File: config.mk
export PLATFORM = sky130hd
export DESIGN_NAME = dm_arbiter
export DESIGN_NICKNAME = d
export VERILOG_FILES = /design/src/rtl/dm_arbiter.sv
export SDC_FILE = /design/constraint.sdc
export NUM_CORES = 1
export LEC_CHECK = 0
export CAP_MARGIN = 40
export CELL_PAD_IN_SITES_DETAIL_PLACEMENT = 1
export CELL_PAD_IN_SITES_GLOBAL_PLACEMENT = 1
export CORE_MARGIN = 2
export CORE_UTILIZATION = 22
export CTS_CLUSTER_DIAMETER = 80
export CTS_CLUSTER_SIZE = 10
export DETAILED_ROUTE_END_ITERATION = 7
export GPL_TIMING_DRIVEN = 0
export PLACE_DENSITY_LB_ADDON = 0.1
export SLEW_MARGIN = 20
export SYNTH_ARGS = -nofsm -noshare
export SYNTH_HDL_FRONTEND = slang
export SYNTH_SLANG_ARGS = --single-unit
File: constraint.sdc
create_clock -name clk -period 2.9 [get_ports clk]
set_input_delay 0.29 -clock clk [delete_from_list [all_inputs] [get_ports clk]]
set_output_delay 0.29 -clock clk [all_outputs]
set_load 0.02 [all_outputs]
File: src/rtl/dm_arbiter.sv
// dm_arbiter: shares the single-port data memory between the pipeline M stage
// and an external DMA/debug requester. Each access occupies the memory for LAT
// cycles. The pipeline has fixed priority, but once the DMA has lost STARVE_MAX
// arbitrations in a row it wins the next one.
//
// Ports
//   clk, reset             clock; asynchronous active-high reset
//   m_req/m_we/m_addr/
//   m_wdata/m_pc           pipeline M-stage request (held while m_stall=1)
//   m_stall                freeze F/D/E/M this cycle
//   m_rdata                load data, valid in the pipeline completion cycle
//   dma_req/dma_we/
//   dma_addr/dma_wdata     DMA request (held until dma_done)
//   dma_gnt                one-cycle pulse: DMA request accepted
//   dma_done               one-cycle pulse: DMA access complete
//   dma_rdata              DMA read data, valid with dma_done
//   mem_en/mem_we/
//   mem_addr/mem_wdata/
//   mem_pc                 DM command, driven from latched registers
//   mem_rdata              DM read data, valid on the last busy cycle
//
// state  | meaning
// IDLE   | memory free; arbitrate between pipeline and DMA
// BUSY_M | pipeline access in flight, cnt counts busy cycles
// BUSY_D | DMA access in flight, cnt counts busy cycles

module dm_arbiter #(
  parameter int LAT        = 2,
  parameter int STARVE_MAX = 4
) (
  input  logic        clk,
  input  logic        reset,
  input  logic        m_req,
  input  logic        m_we,
  input  logic [31:0] m_addr,
  input  logic [31:0] m_wdata,
  input  logic [31:0] m_pc,
  output logic        m_stall,
  output logic [31:0] m_rdata,
  input  logic        dma_req,
  input  logic        dma_we,
  input  logic [31:0] dma_addr,
  input  logic [31:0] dma_wdata,
  output logic        dma_gnt,
  output logic        dma_done,
  output logic [31:0] dma_rdata,
  output logic        mem_en,
  output logic        mem_we,
  output logic [31:0] mem_addr,
  output logic [31:0] mem_wdata,
  output logic [31:0] mem_pc,
  input  logic [31:0] mem_rdata
);

  localparam logic [1:0] S_IDLE   = 2'd0;
  localparam logic [1:0] S_BUSY_M = 2'd1;
  localparam logic [1:0] S_BUSY_D = 2'd2;

  localparam int             CW       = (LAT > 1) ? $clog2(LAT) : 1;
  localparam logic [CW-1:0]  CNT_LAST = CW'(LAT - 1);
  localparam logic [3:0]     SMAX     = 4'(STARVE_MAX);

  logic [1:0]    state;
  logic [CW-1:0] cnt;
  logic [3:0]    scnt;
  logic          we_reg;
  logic [31:0]   addr_reg;
  logic [31:0]   wdata_reg;
  logic [31:0]   pc_reg;

  logic busy;
  logic last;
  logic grant_m;
  logic grant_d;
  logic m_done;

  assign busy = (state == S_BUSY_M) || (state == S_BUSY_D);
  assign last = (cnt == CNT_LAST);

  // Pipeline wins unless the DMA has already lost STARVE_MAX times in a row.
  assign grant_m = (state == S_IDLE) && m_req && (!dma_req || (scnt < SMAX));
  assign grant_d = (state == S_IDLE) && dma_req && !grant_m;

  assign m_done   = (state == S_BUSY_M) && last;
  assign dma_done = (state == S_BUSY_D) && last;
  assign dma_gnt  = grant_d;

  // Stall covers waiting in IDLE, waiting behind a DMA access, and the busy
  // cycles of the pipeline's own access up to (not including) completion.
  assign m_stall = m_req && !m_done;

  assign m_rdata   = m_done   ? mem_rdata : 32'h0;
  assign dma_rdata = dma_done ? mem_rdata : 32'h0;

  // Write strobe only on the first busy cycle so each store writes once.
  assign mem_en    = busy;
  assign mem_we    = busy && we_reg && (cnt == '0);
  assign mem_addr  = addr_reg;
  assign mem_wdata = wdata_reg;
  assign mem_pc    = pc_reg;

  always_ff @(posedge clk or posedge reset) begin
    if (reset) begin
      state     <= S_IDLE;
      cnt       <= '0;
      scnt      <= '0;
      we_reg    <= 1'b0;
      addr_reg  <= '0;
      wdata_reg <= '0;
      pc_reg    <= '0;
    end else begin
      case (state)
        S_IDLE: begin
          cnt <= '0;
          if (grant_m) begin
            state     <= S_BUSY_M;
            we_reg    <= m_we;
            addr_reg  <= m_addr;
            wdata_reg <= m_wdata;
            pc_reg    <= m_pc;
            if (dma_req && (scnt < SMAX)) begin
              scnt <= scnt + 4'd1;
            end
          end else if (grant_d) begin
            state     <= S_BUSY_D;
            we_reg    <= dma_we;
            addr_reg  <= dma_addr;
            wdata_reg <= dma_wdata;
            pc_reg    <= '0;
            scnt      <= '0;
          end
        end
        S_BUSY_M, S_BUSY_D: begin
          // Always return to IDLE after completion; no back-to-back grant.
          if (last) begin
            state <= S_IDLE;
            cnt   <= '0;
          end else begin
            cnt <= cnt + CW'(1);
          end
        end
        default: begin
          state <= S_IDLE;
          cnt   <= '0;
        end
      endcase
    end
  end

endmodule

==> results.md, run 1 <==
* Detail Route Antenna Nets at 0
* Die extent in x at ~150 microns
* Drt first pass iters at 4
* DIE AREA at 0.0229 sq mm
* Worst R2R End: mem_addr[19]
* Count leader, synth: dfrtp_1
* Netlist cell types at 25
* Fillcell total at ~2300
* Area contributors post-synth: dfrtp_1 (54%), a221o_1 (14%), and2_1 (9.2%)
* Top-area cell type share of the netlist area at between 50% and 60%
* Syn Area/Cell at about 12 sq um
* Worst-path maximum fanout at 10
* Yosys warns at 0
* Fraction of layout cells with a size suffix above 1 at approximately 5.5%
* Arrival @ worst endpoint at between 2 and 2.5 ns
* Wire per inst at about 21 microns
* CP Capture Type: output pin
* Largest net degree at the start of global routing at 29
* CTS sink cnt at roughly 100
* Slew headroom at about three fifths
* Synthesized area at between 0.004 and 0.005 sq mm
* DR vias/cell at roughly 4.7
* Post-synth ARST share at 100%
* Cells after synthesis at 405
* R2R setup slack at roughly 0.86 ns
* Setup CP Type: register to output pin
* Worst r2r path cells at 7
* Worst-Skew Late Latency at between 0.3 and 0.4 ns
* Post-Route WL at around 22000 microns
* Status: completed
* Critical path's slowest cell: clkdlybuf4s50_1
* Fin cells at ~1100
* Area grow syn2layout at 91.3%
* Total Routing Usage GR at about 18%
* RD Place Congestion at 0.757
* Max Slew Vio Count at 0
* CTS clk-pin slew, worst paths at roughly 0.080 ns
* Final #Nets at a little under 1000
* Post-synth top cells: dfrtp_1 (104), and2_1 (70), a221o_1 (65), and3_1 (65), a22o_1 (32)
* 1st-iter DRT viols at 140
* Clk buf depth at 2
* DRC Markers at 0
* Input/output buffers at between 300 and 400
* Clk pwr share at between 10% and 20%
* DP HPWL at between 15000 and 20000 microns
* Global-route wire length before repair at about 32000 microns
* Crit-path cells: inv_1, ha_1, nand2_1, nor2_2, clkbuf_4, clkdlybuf4s50_1
* Core area at ~0.021 sq mm
* Crit start category: register
* Max H-tree Level at 3
* Vias in the first global route at 5592
* # IOs at roughly 360
* Grt ovf at 0
* Antenna violations before repair at 1
* Setup_tns at 0 ns
* Internal at 5.28 mW
* Power per cell area at 976 mW/mm^2
* Worst-Margin Slew at between 0.6 and 0.7 ns
* RSZ-0062 raised after global routing: no
* Yosys top cell by area: dfrtp_1
* R2R Path Start: state[1]
* #FFs+latches synth at roughly 100
* Initial Util at about 23%
* Rows at 53
* Max rail drop VDD at between 0.4 and 0.5 mV
* Lkg Pwr at approximately 4 nW
* DR vias at ~5000
* Layout Utilization at between 40% and 50%
* Register area at around 0.0026 sq mm
* Max Cap Viol at 0
* Endpoints failing hold at 0
* Crit path required time at roughly 2.6 ns
* Die Y at roughly 150 microns
* NetSw at approximately 3.6 mW
* EDFF count, synth at 0
* Syn nets at around 610
* Post-route cell area at 0.00914 sq mm
* Sequential share of power at about 28%
* Fmax at 367 MHz
* Placed Area at 0.00882 sq mm
* Placed Cells at about 1000
* Comb power frac at 57.7%
* TritonCTS clock tree: yes
* Final setup viols at 0
* Primary FF master, synth: dfrtp_1
* Final min period at approximately 2.7 ns
* Hold slack at about 0.31 ns
* Post-synthesis sequential area ratio at between 50% and 60%
* Hold Crit Class: input port to asynchronous set/reset pin
* Skew final at around 0.019 ns
* Footprint of the multi-input gates at approximately 0.0019 sq mm
* Num CTS Buffers at 9
* Period utilisation layout at 93.8%
* Max stage delay on crit path at ~0.64 ns
* CTS root buf: clkbuf_16
* Switch share at 40.9%
stage by stage:
stage	setup slack (ns)	power, mW
floorplan	1.24	5.15
global placement	-0.0216	7.58
detailed placement	-0.0288	7.74
CTS	0.0416	9.07
global route	0.00589	9.50
finish	0.179	8.92
per-layer routing:
| metal | share of wire (%) | vias up | track usage (%) | wire length [microns] |
|---|---|---|---|---|
| li1 | - | 2284 | - | - |
| met5 | 0 | - | 0 | 0 |
| met2 | 53 | 238 | 34.3 | 11600 |
| met3 | 9.0 | 26 | 5.96 | 1990 |
| met1 | 36 | 2406 | 19.7 | 8010 |
| met4 | 2.0 | 0 | 5.23 | 435 |
layout by cell type (no fill, tap or decap), types with 2 or more instances in the layout:
master and instances:
inv_1 4, buf_6 5, o21ai_0 2, ha_1 4
a221o_1 65, clkinv_4 2, and2_1 70, and3_1 65
nand2_1 2, clkdlybuf4s50_1 362, dfrtp_1 104, clkinvlp_4 2
buf_4 2, o21ai_1 2, nor2_1 2, clkinv_8 4
clkbuf_16 9, clkbuf_1 22, buf_12 3, a22o_1 32
buf_2 12
cell families (layout without fill, tap and decap cells):
kind of cell             Yosys count  in the layout  synth area share [%]
flip-flops                       104            104                  54.5
AO/OA/AOI/OAI                    106            106                  20.7
AND/OR/NAND/NOR                  144            144                  18.8
buffers and inverters             46            428                  4.79
multiplexers                       1              1                 0.210
adder cells (fa/ha/maj)            4              4                  1.05
other                              0              1                     0
power by group through the flow:
stage               logic [mW]  clock network (mW)  registers (mW)
detailed placement        5.21                   0            2.52
global placement          5.09                   0            2.49
global route              5.54                1.36            2.61
floorplan                 1.89                   0            3.26
finish                    5.15                1.26            2.52
CTS                       5.24                1.31            2.52
worst max-delay path: cells and delay by family, from the launching register on:
| family | cells | cell delay [ns] |
|---|---|---|
| buffers and inverters | 3 | 1.02 |
| flip-flops | 1 | 0.42 |
| AND/OR/NAND/NOR | 2 | 0.39 |
| adder cells (fa/ha/maj) | 1 | 0.26 |
final cells by class:
cell class	count	area share [%]
Antenna cell	1	0.0274
Tap cell	275	3.76
Sequential cell	104	28.5
Multi-Input combinational cell	255	21.3
Inverter	5	0.246
Timing Repair Buffer	366	40.4
Clock buffer	9	2.46
Clock inverter	7	0.986
Buffer	41	2.34
how the worst max path moves through the flow:
stage,slack [ns],to,cells past startpoint,start
6_report,0.18,dma_gnt,6,state[1]
3_5_place_dp,-0.03,dma_gnt,5,m_req
4_1_cts,0.04,dma_gnt,6,state[1]
5_1_grt,0.006,dma_gnt,6,state[1]
2_1_floorplan,1.24,mem_we,4,state[1]
3_3_place_gp,-0.02,dma_gnt,5,m_req
repair_timing:
item | CTS | global route
hold buffers | 0 | 0
buffers inserted | 0 | 0
endpoints found under the setup margin | 1 | 1
gates resized for setup | 2 | 2
(Power assumes the default switching activity.)
==> run 2: changes to the inputs <==
==> constraint.sdc (replaced) <==
create_clock -name clk -period 2.9 [get_ports clk]
set_input_delay 0.58 -clock clk [delete_from_list [all_inputs] [get_ports clk]]
set_output_delay 0.58 -clock clk [all_outputs]
set_load 0.02 [all_outputs]
==> results.md, run 2 (synthesis gave the netlist of run 1 again) <==
* Footprint of the multi-input gates at 0.00196 sq mm (+0.39%)
* Input/output buffers at 362 (unchanged)
* Total Routing Usage GR at 18.4% (about the same)
* Largest net degree at the start of global routing at 29 (unchanged)
* DR vias/cell at 4.66 (about the same)
* Crit start category: register
* Num CTS Buffers at 9 (unchanged)
* Area grow syn2layout at 91.7%
* Lkg Pwr at 4.01 nW (+1.4%)
* Drt first pass iters at 5 (+1)
* CTS sink cnt at 104 (unchanged)
* Die extent in x at 151 microns (unchanged)
* Max stage delay on crit path at 0.62 ns (-0.02 ns)
* Die Y at 151 microns (unchanged)
* DP HPWL at 17700 microns (unchanged)
* Worst-path maximum fanout at 10 (unchanged)
* Fraction of layout cells with a size suffix above 1 at 6.61% (+1.1 points)
* Worst-Margin Slew at 0.620 ns (+0.0120 ns)
* Max rail drop VDD at 0.413 mV (about the same)
* Endpoints failing hold at 0 (unchanged)
* Post-CTS Setup Repair Bufs at 0 (unchanged)
* Skew final at 0.0187 ns (-0.000390 ns)
* Grt ovf at 0 (unchanged)
* Rows at 53 (unchanged)
* Arrival @ worst endpoint at 2.18 ns (-0.25 ns)
* # IOs at 363 (unchanged)
* Detail Route Antenna Nets at 0 (unchanged)
* Register area at 0.00260 sq mm (unchanged)
* Core area at 0.0212 sq mm (unchanged)
* Worst-Skew Late Latency at 0.36 ns (about the same)
* DR vias at 4951 (-0.061%)
* Fillcell total at 2306 (+0.13%)
* Crit-path cells: inv_1, ha_1, clkbuf_2, and3_1, clkdlybuf4s50_1
* Final #Nets at 984 (unchanged)
* Vias in the first global route at 5588 (-0.072%)
* Setup CP Type: register to output pin
* Period utilisation layout at 95.1% (+1.2 points)
* Hold Crit Class: register to register
* CP Capture Type: output pin
* Status: completed
* Power per cell area at 976 mW/mm^2 (about the same)
* TritonCTS clock tree: yes
* RD Place Congestion at 0.757 (unchanged)
* Critical path's slowest cell: clkdlybuf4s50_1
* Post-Route WL at 22000 microns (-0.15%)
* DRC Markers at 0 (unchanged)
* Most common cell after layout, fill and taps aside: clkdlybuf4s50_1
* Internal at 5.29 mW (+0.25%)
* Switch share at 40.8% (-0.052 points)
* RSZ-0062 raised after global routing: no
* Pre-CTS WS at -0.609 ns (-0.580 ns)
* Sequential share of power at 28.2% (about the same)
* Max Slew Vio Count at 0 (unchanged)
* Crit path required time at 2.32 ns (-0.29 ns)
* Final setup viols at 0 (unchanged)
* Clk pwr share at 14.1% (about the same)
* CTS clk-pin slew, worst paths at 0.08 ns (about the same)
* Wire per inst at 20.7 microns (-0.15%)
* Final min period at 2.76 ns (+0.0362 ns)
* Initial Util at 22.6% (unchanged)
* Final Power at 8.94 mW (+0.16%)
* Max Cap Viol at 0 (unchanged)
* Hold slack at 0.509 ns (+0.197 ns)
* Hold-fix buffer count after cts at 0 (unchanged)
* CTS root buf: clkbuf_16
* 1st-iter DRT viols at 116 (-17%)
* Antenna violations before repair at 1 (unchanged)
* DIE AREA at 0.0229 sq mm (unchanged)
* Most frequent cells in the layout: clkdlybuf4s50_1 (359), dfrtp_1 (104), and2_1 (70)
* Comb power frac at 57.8% (about the same)
* Fmax at 363 MHz (-1.3%)
* Final worst slack at 0.142 ns (-0.0362 ns)
* NetSw at 3.65 mW (about the same)
* Global-route wire length before repair at 31800 microns (unchanged)
* Slew headroom at 58.7% (-0.80 points)
* Max H-tree Level at 3 (unchanged)
* Clk buf depth at 2 (unchanged)
==> run 2: changes by cell type in the layout (fill, tap and decap cells not counted), sizes merged <==
| cell | delta |
|---|---|
| dlymetal6s2s | +1 |
| clkdlybuf4s50 | -3 |
| dlygate4sd2 | +2 |
==> run 2: critical path, delay by kind of cell, from the launching register on <==
kind	cells	cell delay, ns
buffers and inverters	3	0.95
flip-flops	1	0.42
adder cells (fa/ha/maj)	1	0.26
AND/OR/NAND/NOR	1	0.19
==> run 2: path summary, 6_finish.rpt <==
kind	start	to	slack (ns)	cells after the start
min in group asynchronous	reset	mem_addr[26]	0.60	2
worst min-delay path	mem_pc[25]	mem_pc[25]	0.51	1
max in group asynchronous	reset	mem_addr[0]	1.54	4
worst max register to register	state[1]	mem_addr[19]	0.83	7
worst max-delay path	state[1]	m_rdata[31]	0.14	5
worst min register to register	mem_pc[25]	mem_pc[25]	0.51	1
==> run 2: routing by layer <==
metal  up-vias  part of all wire (%)  global-route usage [%]
li1       2283                     -                       -
met5         -                     0                       0
met4         0                   1.9                    5.09
met2       226                    53                    34.3
met1      2418                    37                    19.8
met3        24                   8.9                    5.96
==> run 2: cell type report <==
| cell class | count | area share, % |
|---|---|---|
| clock inverters | 7 | 0.984 |
| well taps | 275 | 3.76 |
| clock buffers | 9 | 2.46 |
| multi-input cells | 255 | 21.4 |
| inverters | 5 | 0.246 |
| repair buffers | 366 | 40.3 |
| flip-flops and latches | 104 | 28.4 |
| plain buffers | 41 | 2.45 |
| diodes | 1 | 0.0273 |
==> run 2: power by group through the flow <==
stage	Clock, mW	Combinational, mW	Sequential, mW
2_1_floorplan	0	1.89	3.26
3_3_place_gp	0	5.09	2.49
3_5_place_dp	0	5.21	2.52
4_1_cts	1.31	5.25	2.52
5_1_grt	1.36	5.55	2.61
6_report	1.26	5.17	2.52
==> run 2: repair_timing <==
action                                  in CTS  in global routing
resized for setup                            7                 16
hold endpoints to repair                     0                  0
cloned                                       0                  0
endpoints found under the setup margin       5                 62
==> run 2: stage by stage <==
stage | setup TNS, ns | instances | cell area [sq um] | utilization [%]
after floorplan | 0 | 405 | 4780 | -
after global placement | -11.49 | 1042 | 8750 | 41.4
after detailed placement | -0.609 | 1046 | 8820 | 41.7
after CTS | 0 | 1062 | 9140 | 43.2
after global routing | 0 | 1062 | 9160 | 43.3
final | 0 | 1063 | 9160 | 43.3
